## src/rtl/image_boot_sequencer.sv

```systemverilog
// ---------------------------------------------------------------------------
// image_boot_sequencer
//
// Boot/run controller for Simple_Single_CPU. A single 32-bit word stream
// carries the instruction image (PC, N, N words) followed by the data image
// (SP, M, M words). Instruction words are written to IM byte by byte in
// big-endian order starting at PC. Data words are written to DM byte by byte
// in little-endian order starting at address 0. PC and $sp are handed to the
// CPU with one-cycle load strobes, then the CPU is released. It runs until
// the halt opcode 6'h3f is seen, and the number of run cycles is reported.
//
// Ports
//   clk_i        rising-edge clock
//   rst_i        asynchronous reset, active high
//   s_valid_i    stream word valid
//   s_data_i     stream word
//   s_ready_o    sequencer accepts a word on this edge
//   im_we_o      IM byte write strobe, im_addr_o / im_wdata_o
//   dm_we_o      DM byte write strobe, dm_addr_o / dm_wdata_o
//   pc_we_o      one-cycle strobe: load pc_o into the PC
//   sp_we_o      one-cycle strobe: load sp_o into Reg_File[29]
//   instr_op_i   opcode of the instruction the CPU is executing
//   cpu_run_o    CPU clock enable / release
//   halt_o       sticky: halt opcode seen while running
//   err_o        sticky: an image word count exceeded MAX_WORDS
//   cycle_cnt_o  run cycles executed, saturating
//
// All outputs are registered.
// ---------------------------------------------------------------------------
module image_boot_sequencer #(
  parameter int IM_AW     = 10,
  parameter int DM_AW     = 10,
  parameter int MAX_WORDS = 256
) (
  input  logic             clk_i,
  input  logic             rst_i,
  input  logic             s_valid_i,
  input  logic [31:0]      s_data_i,
  output logic             s_ready_o,
  output logic             im_we_o,
  output logic [IM_AW-1:0] im_addr_o,
  output logic [7:0]       im_wdata_o,
  output logic             dm_we_o,
  output logic [DM_AW-1:0] dm_addr_o,
  output logic [7:0]       dm_wdata_o,
  output logic             pc_we_o,
  output logic [31:0]      pc_o,
  output logic             sp_we_o,
  output logic [31:0]      sp_o,
  input  logic [5:0]       instr_op_i,
  output logic             cpu_run_o,
  output logic             halt_o,
  output logic             err_o,
  output logic [31:0]      cycle_cnt_o
);

  // Word index and word count must both hold MAX_WORDS itself.
  localparam int          KW      = $clog2(MAX_WORDS + 1);
  localparam logic [31:0] MAX_W   = 32'(MAX_WORDS);
  localparam logic [5:0]  OP_HALT = 6'h3f;
  localparam logic [31:0] CNT_SAT = 32'hFFFF_FFFF;

  typedef enum logic [3:0] {
    I_PC   = 4'd0,
    I_CNT  = 4'd1,
    I_WORD = 4'd2,
    I_BYTE = 4'd3,
    D_SP   = 4'd4,
    D_CNT  = 4'd5,
    D_WORD = 4'd6,
    D_BYTE = 4'd7,
    RUN    = 4'd8,
    HALT   = 4'd9,
    ERR    = 4'd10
  } state_e;

  state_e           state_q, state_d;
  logic [KW-1:0]    k_q, k_d;
  logic [KW-1:0]    cnt_q, cnt_d;
  logic [1:0]       b_q, b_d;
  logic [31:0]      word_q, word_d;
  logic [31:0]      pc_q, pc_d;
  logic [31:0]      sp_q, sp_d;
  logic             pc_we_q, pc_we_d;
  logic             sp_we_q, sp_we_d;
  logic             ready_q, ready_d;
  logic             run_q, run_d;
  logic             halt_q, halt_d;
  logic             err_q, err_d;
  logic [31:0]      cyc_q, cyc_d;
  logic             im_we_q, im_we_d;
  logic [IM_AW-1:0] im_addr_q, im_addr_d;
  logic [7:0]       im_wdata_q, im_wdata_d;
  logic             dm_we_q, dm_we_d;
  logic [DM_AW-1:0] dm_addr_q, dm_addr_d;
  logic [7:0]       dm_wdata_q, dm_wdata_d;

  logic             accept_s;
  logic             last_word_s;
  logic             im_wr_s;
  logic             dm_wr_s;

  // Byte lane idx of a word, lane 0 being bits [7:0].
  function automatic logic [7:0] byte_of(input logic [31:0] w, input logic [1:0] idx);
    logic [7:0] r;
    case (idx)
      2'd0:    r = w[7:0];
      2'd1:    r = w[15:8];
      2'd2:    r = w[23:16];
      default: r = w[31:24];
    endcase
    return r;
  endfunction

  assign accept_s    = s_valid_i & ready_q;
  assign last_word_s = ((k_q + KW'(1)) == cnt_q);

  // Next-state logic: stream parsing, byte sequencing, run/halt control.
  always_comb begin
    state_d = state_q;
    k_d     = k_q;
    cnt_d   = cnt_q;
    b_d     = b_q;
    word_d  = word_q;
    pc_d    = pc_q;
    sp_d    = sp_q;
    pc_we_d = 1'b0;
    sp_we_d = 1'b0;
    halt_d  = halt_q;
    err_d   = err_q;
    cyc_d   = cyc_q;
    im_wr_s = 1'b0;
    dm_wr_s = 1'b0;

    case (state_q)
      I_PC: begin
        if (accept_s) begin
          pc_d    = s_data_i;
          pc_we_d = 1'b1;
          state_d = I_CNT;
        end else begin
          state_d = I_PC;
        end
      end
      I_CNT: begin
        if (accept_s) begin
          if (s_data_i > MAX_W) begin
            err_d   = 1'b1;
            state_d = ERR;
          end else if (s_data_i == 32'd0) begin
            state_d = D_SP;
          end else begin
            cnt_d   = s_data_i[KW-1:0];
            k_d     = '0;
            state_d = I_WORD;
          end
        end else begin
          state_d = I_CNT;
        end
      end
      I_WORD: begin
        // First byte is issued on the accept edge so the four writes
        // occupy exactly the four I_BYTE cycles.
        if (accept_s) begin
          word_d  = s_data_i;
          b_d     = 2'd0;
          im_wr_s = 1'b1;
          state_d = I_BYTE;
        end else begin
          state_d = I_WORD;
        end
      end
      I_BYTE: begin
        if (b_q == 2'd3) begin
          if (last_word_s) begin
            state_d = D_SP;
          end else begin
            k_d     = k_q + KW'(1);
            state_d = I_WORD;
          end
        end else begin
          b_d     = b_q + 2'd1;
          im_wr_s = 1'b1;
        end
      end
      D_SP: begin
        if (accept_s) begin
          sp_d    = s_data_i;
          sp_we_d = 1'b1;
          state_d = D_CNT;
        end else begin
          state_d = D_SP;
        end
      end
      D_CNT: begin
        if (accept_s) begin
          if (s_data_i > MAX_W) begin
            err_d   = 1'b1;
            state_d = ERR;
          end else if (s_data_i == 32'd0) begin
            state_d = RUN;
          end else begin
            cnt_d   = s_data_i[KW-1:0];
            k_d     = '0;
            state_d = D_WORD;
          end
        end else begin
          state_d = D_CNT;
        end
      end
      D_WORD: begin
        if (accept_s) begin
          word_d  = s_data_i;
          b_d     = 2'd0;
          dm_wr_s = 1'b1;
          state_d = D_BYTE;
        end else begin
          state_d = D_WORD;
        end
      end
      D_BYTE: begin
        if (b_q == 2'd3) begin
          if (last_word_s) begin
            state_d = RUN;
          end else begin
            k_d     = k_q + KW'(1);
            state_d = D_WORD;
          end
        end else begin
          b_d     = b_q + 2'd1;
          dm_wr_s = 1'b1;
        end
      end
      RUN: begin
        // The halting cycle is itself counted.
        if (cyc_q != CNT_SAT) begin
          cyc_d = cyc_q + 32'd1;
        end else begin
          cyc_d = cyc_q;
        end
        if (instr_op_i == OP_HALT) begin
          halt_d  = 1'b1;
          state_d = HALT;
        end else begin
          state_d = RUN;
        end
      end
      HALT:    state_d = HALT;
      ERR:     state_d = ERR;
      default: state_d = I_PC;
    endcase
  end

  // Registered-output next values derived from the next state and byte slot.
  always_comb begin
    case (state_d)
      I_PC, I_CNT, I_WORD, D_SP, D_CNT, D_WORD: ready_d = 1'b1;
      default:                                  ready_d = 1'b0;
    endcase
    run_d   = (state_d == RUN);
    im_we_d = im_wr_s;
    dm_we_d = dm_wr_s;
    // Byte offset 4k+b is {k,b}; the cast wraps it into the memory size.
    if (im_wr_s) begin
      im_addr_d  = pc_q[IM_AW-1:0] + IM_AW'({k_d, b_d});
      im_wdata_d = byte_of(word_d, ~b_d);
    end else begin
      im_addr_d  = im_addr_q;
      im_wdata_d = im_wdata_q;
    end
    if (dm_wr_s) begin
      dm_addr_d  = DM_AW'({k_d, b_d});
      dm_wdata_d = byte_of(word_d, b_d);
    end else begin
      dm_addr_d  = dm_addr_q;
      dm_wdata_d = dm_wdata_q;
    end
  end

  // State and output registers.
  always_ff @(posedge clk_i or posedge rst_i) begin
    if (rst_i) begin
      state_q    <= I_PC;
      k_q        <= '0;
      cnt_q      <= '0;
      b_q        <= 2'd0;
      word_q     <= 32'd0;
      pc_q       <= 32'd0;
      sp_q       <= 32'd0;
      pc_we_q    <= 1'b0;
      sp_we_q    <= 1'b0;
      ready_q    <= 1'b0;
      run_q      <= 1'b0;
      halt_q     <= 1'b0;
      err_q      <= 1'b0;
      cyc_q      <= 32'd0;
      im_we_q    <= 1'b0;
      im_addr_q  <= '0;
      im_wdata_q <= 8'd0;
      dm_we_q    <= 1'b0;
      dm_addr_q  <= '0;
      dm_wdata_q <= 8'd0;
    end else begin
      state_q    <= state_d;
      k_q        <= k_d;
      cnt_q      <= cnt_d;
      b_q        <= b_d;
      word_q     <= word_d;
      pc_q       <= pc_d;
      sp_q       <= sp_d;
      pc_we_q    <= pc_we_d;
      sp_we_q    <= sp_we_d;
      ready_q    <= ready_d;
      run_q      <= run_d;
      halt_q     <= halt_d;
      err_q      <= err_d;
      cyc_q      <= cyc_d;
      im_we_q    <= im_we_d;
      im_addr_q  <= im_addr_d;
      im_wdata_q <= im_wdata_d;
      dm_we_q    <= dm_we_d;
      dm_addr_q  <= dm_addr_d;
      dm_wdata_q <= dm_wdata_d;
    end
  end

  assign s_ready_o   = ready_q;
  assign im_we_o     = im_we_q;
  assign im_addr_o   = im_addr_q;
  assign im_wdata_o  = im_wdata_q;
  assign dm_we_o     = dm_we_q;
  assign dm_addr_o   = dm_addr_q;
  assign dm_wdata_o  = dm_wdata_q;
  assign pc_we_o     = pc_we_q;
  assign pc_o        = pc_q;
  assign sp_we_o     = sp_we_q;
  assign sp_o        = sp_q;
  assign cpu_run_o   = run_q;
  assign halt_o      = halt_q;
  assign err_o       = err_q;
  assign cycle_cnt_o = cyc_q;

endmodule

```

## config.mk

```make
export PLATFORM = sky130hd
export DESIGN_NAME = image_boot_sequencer
export DESIGN_NICKNAME = d
export VERILOG_FILES = /design/src/rtl/image_boot_sequencer.sv
export SDC_FILE = /design/constraint.sdc
export NUM_CORES = 1
export LEC_CHECK = 0
export BUFFER_PORTS_ARGS = -buffer_cell sky130_fd_sc_hd__clkbuf_2
export CAP_MARGIN = 40
export CORE_MARGIN = 3
export CORE_UTILIZATION = 40
export DETAILED_ROUTE_END_ITERATION = 8
export PLACE_DENSITY = 0.61
export SLEW_MARGIN = 10
export SYNTH_ARGS = -nofsm -noshare
export SYNTH_HDL_FRONTEND = slang
export SYNTH_SLANG_ARGS = --single-unit
```

## constraint.sdc

```tcl
create_clock -name clk_i -period 8.8 [get_ports clk_i]
set_input_delay 1.76 -clock clk_i [delete_from_list [all_inputs] [get_ports clk_i]]
set_output_delay 1.76 -clock clk_i [all_outputs]
set_load 0.005 [all_outputs]
```

==> results of run 1 <==
[metrics by stage]
stage	total power, uW	util [%]
final	3720	49.49
after global routing	4006	49.49
after CTS	3762	49.37
after detailed placement	2955	46.67
after global placement	2901	46.30
after floorplan	2391	-
[power by group]
part | leakage [uW] | switching [uW] | total, uW | internal, uW
registers | 0.00256 | 221 | 1450 | 1230
clock network | 0.000291 | 364 | 792 | 428
logic | 0.00266 | 781 | 1470 | 694
[path summary, 6_finish.rpt]
path                                   from  slack (ns)              to
worst max register to register       k_q[0]        4.58    im_addr_o[8]
max in group asynchronous             rst_i        6.28    dm_addr_o[0]
min in group asynchronous             rst_i        1.21  cycle_cnt_o[6]
worst min register to register       halt_o        0.46          halt_o
worst min-delay path                 halt_o        0.46          halt_o
worst max-delay path            s_data_i[5]        3.86    im_addr_o[8]
[Yosys cell counts, drive strengths merged, types with 2 or more instances]
cell type  count
dfrtp        196
nand2        168
inv           49
mux2          46
o21ai         37
xnor2         37
mux2i         33
nor2          26
buf           18
nand3         18
clkbuf        17
mux4          16
nor4          14
a21oi         13
xor2          12
ha            11
nand4         11
nor3          11
and4           7
a21o           6
and3           6
or4            5
a221o          4
o21bai         4
a211oi         3
a31oi          3
nand2b         3
o211ai         3
o22ai          3
o31ai          3
a2111oi        2
a22o           2
nor3b          2
o31a           2
or2            2
or3            2
[sequential cells by signal, indices dropped and copies added (netlist names), 2 cells and up]
register	cells
cycle_cnt_o	32
pc_o	32
sp_o	32
word_q	32
dm_addr_o	10
im_addr_o	10
cnt_q	9
k_q	9
dm_wdata_o	8
im_wdata_o	8
state_q	4
b_q	2
[area by class of cell]
class,count,area share [%]
tap,280,3.224
inverter,49,1.761
sequential,196,45.13
clock buffer,17,3.914
clock inverter,15,1.543
timing repair buffer,193,9.774
multi-input combinational,527,34.65
[metal layers]
metal	global-route usage, %	vias up	share of wire, %
met5	0	-	0
met1	27.42	3168	46
met4	4.794	0	1.0
li1	-	3123	-
met2	29.46	184	46
met3	4.660	15	7.7
[cells in the final DEF, fill, tap and decap left out, types with 4 or more instances in the layout]
master and instances:
a21o_1 6, a21oi_1 13, a221o_1 4, and3_1 5, and4_1 6, buf_4 8
clkbuf_16 17, clkbuf_2 180, dfrtp_1 196, ha_1 11, inv_1 47, inv_6 5
inv_8 4, mux2_2 44, mux2i_1 32, mux4_2 16, nand2_1 168, nand3_1 18
nand4_1 10, nor2_1 23, nor3_1 11, nor4_1 13, o21ai_0 36, o21bai_1 4
or4_1 5, xnor2_1 37, xor2_1 12
[kinds of logic after synthesis]
kind of cell / share of synthesized area [%]
AOI/OAI and AO/OA: 7.154
DFF: 54.45
buffers and inverters: 3.889
muxes: 13.50
xor gates and xnor gates: 5.015
adders and majority gates: 1.750
and+or+nand+nor: 14.24
==> results.yml, run 1 <==
place:
  numPortBuffers: 180
  hpwl_um: 16620
  dp_cells: 1244
  post_dp_cell_area_um2: 10250
  pre_cts_ws_ns: 3.451
  gp_congestion: 0.8338
worst_setup_path:
  r2r_cells: 16
  end_kind: "flip-flop"
  crit_arrival_ns: 5.26
  crit_family: "compound AO/OA/AOI/OAI gates"
  path_class: "in2reg"
  critPathMaxStageDelay_ns: 0.45
  worst-path-buf-inv: 3
  slowest_stage: "nor4_1"
  crit_top_cell: "a21oi_1"
  worstPathMaxFanout: 15
  worstSetupPathDepth: 16
  crit_chain: "clkbuf_2, nor4_1, nand3_1, a2111oi_4, buf_4, nor2_4, a21oi_1, inv_1, ha_1, a21o_1, a21oi_1, o21bai_1, a21oi_1, o21bai_1, a21o_1, a221o_1"
  start_kind: "primary input"
  cp_data_required_time_ns: 9.12
final_layout:
  area_delta_synth_final_pct: 20.66
  drive_above_1_share_pct: 30.69
  antenna_cells: 0
  fillers: 2025
  multi_input_area_um2: 3766
  instances_no_fill: 1277
  seqCellArea_um2: 4905
  stdcell_area_um2: 10870
  fin_nets: 1037
cts:
  htreeDepth: 4
  clkTransAtPathRegs_ns: 0.07
  cts_made_buffers: 17
  hold_buffers: 0
  cts-resized-gates: 0
  clock_latency_ns: 0.43
  cts-root-buf: "clkbuf_16"
  tritoncts: "done"
  post-cts-setup-buffer-count: 0
  clock_sinks: 196
  clock_path_buffers: 2
synth:
  yosysTopAreaCell: "dfrtp_1"
  synth_cell_type_count: 68
  seq_area_frac_synth_pct: 54.45
  synth.avg_cell_area_um2: 11.16
  synth_top_area_share_pct: 54.45
  yosysWarnings: 0
  yosys-top-cells-area: "dfrtp_1 (54%), nand2_1 (7.0%), mux2_2 (5.5%), mux4_2 (4.0%), xnor2_1 (3.6%)"
  synth_ff_type: "dfrtp_1"
  synth_edf_count: 0
  synth_fp_nets: 860
  ys_ff_latch: 196
  synth_cells: 807
  syn-cell-area_um2: 9007
  async_flop_share_pct: 100.0
grt:
  grt_pass1_vias: 6455
  grt_overflow: 0
  grt_max_degree: 120
  antenna_found_initial: 0
  grt_pass1_wl_um: 36450
  grt_use_total_pct: 19.14
pwr:
  powerDensity_nw_per_um2: 342.3
  p_leak_uw: 0.005507
  peakVddDrop_uv: 134.1
timing:
  setup_viol: 0
  whs_ns: 0.4587
  max_freq_ghz: 0.2024
  finalCriticalPeriod_ns: 4.940
  skew_ns: 0.009020
  rsz0062_at_grt: "no"
  hold_violations: 0
  drv_slew: 0
  setup_ws_ns: 3.860
  fin_setup_tns_ns: 0
  finalCritPeriodShare_pct: 56.14
  slew_headroom_pct: 51.70
  tightest_slew_ns: 0.7179
route:
  ant_nets: 0
  drc: 0
  wirelength_um: 22610
  vias: 6490
  firstDrtPassIters: 4
  wl_per_cell_um: 17.71
  drtIter0Drc: 342
  vias_per_cell: 5.082
floorplan:
  die_area_um2: 24350
  initial_core_util_pct: 41.02
  rows: 54
  die_h_um: 156.1
  pin_count: 181
  core_region_area_um2: 21960
  die-width_um: 156.1
run_status:
  run_status: "complete, no violations"
flow_run:
  cap_violations: 0
min_path:
  hold_depth: 1
  hp-class: "reg2reg"
Power figures use the tool's default switching activity.
==> run 2, diff against run 1 <==
- PLACE_DENSITY: 0.61 -> 0.64
- clock period: 8.8 -> 4.33 ns (I/O delays scaled with it)
==> results.yml, run 2 (same netlist as run 1, synthesis figures left out) <==
floorplan:
  pin_count: 181
  die_area_um2: 24350
  die-width_um: 156.1
  core_region_area_um2: 21960
  rows: 54
  initial_core_util_pct: 41.02
  die_h_um: 156.1
place:
  dp_cells: 1260
  numPortBuffers: 180
  hpwl_um: 17300
  gp_congestion: 0.8307
grt:
  grt_max_degree: 62
  grt_pass1_vias: 6525
  antenna_found_initial: 0
  grt_use_total_pct: 19.36
  grt_pass1_wl_um: 37220
  grt_overflow: 0
cts:
  clock_path_buffers: 2
  cts-root-buf: "clkbuf_16"
  clkTransAtPathRegs_ns: 0.08
  cts_made_buffers: 17
  tritoncts: "done"
  clock_latency_ns: 0.44
  htreeDepth: 4
  clock_sinks: 196
worst_setup_path:
  critPathMaxStageDelay_ns: 0.50
  start_kind: "primary input"
  cp_data_required_time_ns: 4.65
  worst-path-buf-inv: 2
  slowest_stage: "a2111oi_4"
  path_class: "in2reg"
  end_kind: "flip-flop"
  crit_family: "compound AO/OA/AOI/OAI gates"
  crit_top_cell: "a21oi_1"
  worstPathMaxFanout: 6
  crit_chain: "clkbuf_2, nor4_1, nand4_1, a2111oi_4, nor2_4, a21oi_1, inv_1, ha_1, a21o_1, a21oi_1, o21bai_1, a21oi_1, o21bai_1, a21o_1, a221o_1"
  crit_arrival_ns: 4.11
final_layout:
  multi_input_area_um2: 3767
  seqCellArea_um2: 4905
  area_delta_synth_final_pct: 22.00
  drive_above_1_share_pct: 31.82
  antenna_cells: 0
  fin_nets: 1052
  fillers: 2005
  instances_no_fill: 1292
  final_common_cell: "dfrtp_1"
  final_util_pct: 50.05
  layout_common_cells: "dfrtp_1 (196), clkbuf_2 (180), nand2_1 (168)"
run_status:
  run_status: "complete, no violations"
pwr:
  switching_share_pct: 37.57
  peakVddDrop_uv: 335.7
  comb_power_share_pct: 40.0
  powerDensity_nw_per_um2: 698.0
  clockPowerShare_pct: 21.5
  p_int_uw: 4789
  seqPwrFrac_pct: 38.5
  p_switching_uw: 2881
  p_leak_uw: 0.005578
  total_power_uw: 7670
route:
  firstDrtPassIters: 5
  ant_nets: 0
  drc: 0
  wl_per_cell_um: 17.91
  vias_per_cell: 5.140
  vias: 6641
  wirelength_um: 23150
  drtIter0Drc: 382
timing:
  tightest_slew_ns: 0.8244
  fin_setup_tns_ns: 0
  hold_violations: 0
  rsz0062_at_grt: "no"
  whs_ns: 0.2831
  slew_headroom_pct: 44.53
  drv_slew: 0
  skew_ns: 0.01574
  max_freq_ghz: 0.2638
  finalCritPeriodShare_pct: 87.54
  finalCriticalPeriod_ns: 3.790
  setup_viol: 0
flow_run:
  cap_violations: 0
min_path:
  hp-class: "in2async"
## run 2: cell types whose count changed in the layout (fill, tap and decap cells not counted)
| cell | change |
|---|---|
| buf_8 | -1 |
| clkinv_8 | +4 |
| buf_6 | -1 |
| o31a_1 | -1 |
| inv_12 | +2 |
| bufinv_16 | -1 |
| buf_12 | -1 |
| o31a_2 | +1 |
| inv_6 | -3 |
| clkinv_2 | -2 |
| buf_4 | +18 |
## run 2: what timing repair did
| item | CTS | global route |
|---|---|---|
| setup endpoints to repair | 0 | 1 |
| setup buffers | 0 | 0 |
| hold buffers | 0 | 0 |
| gates resized for setup | 0 | 1 |
## run 2: final cells by class
cell class              count  area share (%)
clock buffers              17           3.871
clock inverters            15           1.844
inverters                  49           1.708
multi-input cells         527           34.28
flip-flops and latches    196           44.63
well taps                 280           3.188
repair buffers            208           10.47
## run 2: path summary, 6_finish.rpt
check                                  start           end  slack, ns  depth (start not counted)
worst max-delay path            s_data_i[12]  im_addr_o[8]       0.54                         15
worst min-delay path                   rst_i      pc_o[15]       0.28                          2
worst max register to register        k_q[0]  im_addr_o[8]       0.55                         16
worst min register to register        halt_o        halt_o       0.46                          1
max in group asynchronous              rst_i  dm_addr_o[8]       3.20                          4
min in group clk_i                    halt_o        halt_o       0.46                          1
## run 2: through the flow
| stage | instance area (um^2) | setup slack [ns] |
|---|---|---|
| final | 10990 | 0.5395 |
| after global routing | 10990 | 0.08172 |
| after CTS | 10990 | 0.4600 |
| after detailed placement | 10360 | 0.1370 |
| after global placement | 10300 | 0.1540 |
| after floorplan | 9011 | 0.3276 |
## run 2: per-layer routing
metal | share of wire (%) | vias up | track usage, %
met1 | 47 | 3291 | 27.76
li1 | - | 3161 | -
met5 | 0 | - | 0
met4 | 0.53 | 0 | 4.205
met3 | 6.6 | 10 | 5.270
met2 | 46 | 179 | 29.67
## run 2: power by group through the flow
stage          combinational [uW]  clock (uW)  sequential, uW
2_1_floorplan                1980           0            2880
3_3_place_gp                 3010           0            2960
3_5_place_dp                 3090           0            2980
4_1_cts                      3100        1690            2950
5_1_grt                      3420        1780            3040
6_report                     3070        1650            2950
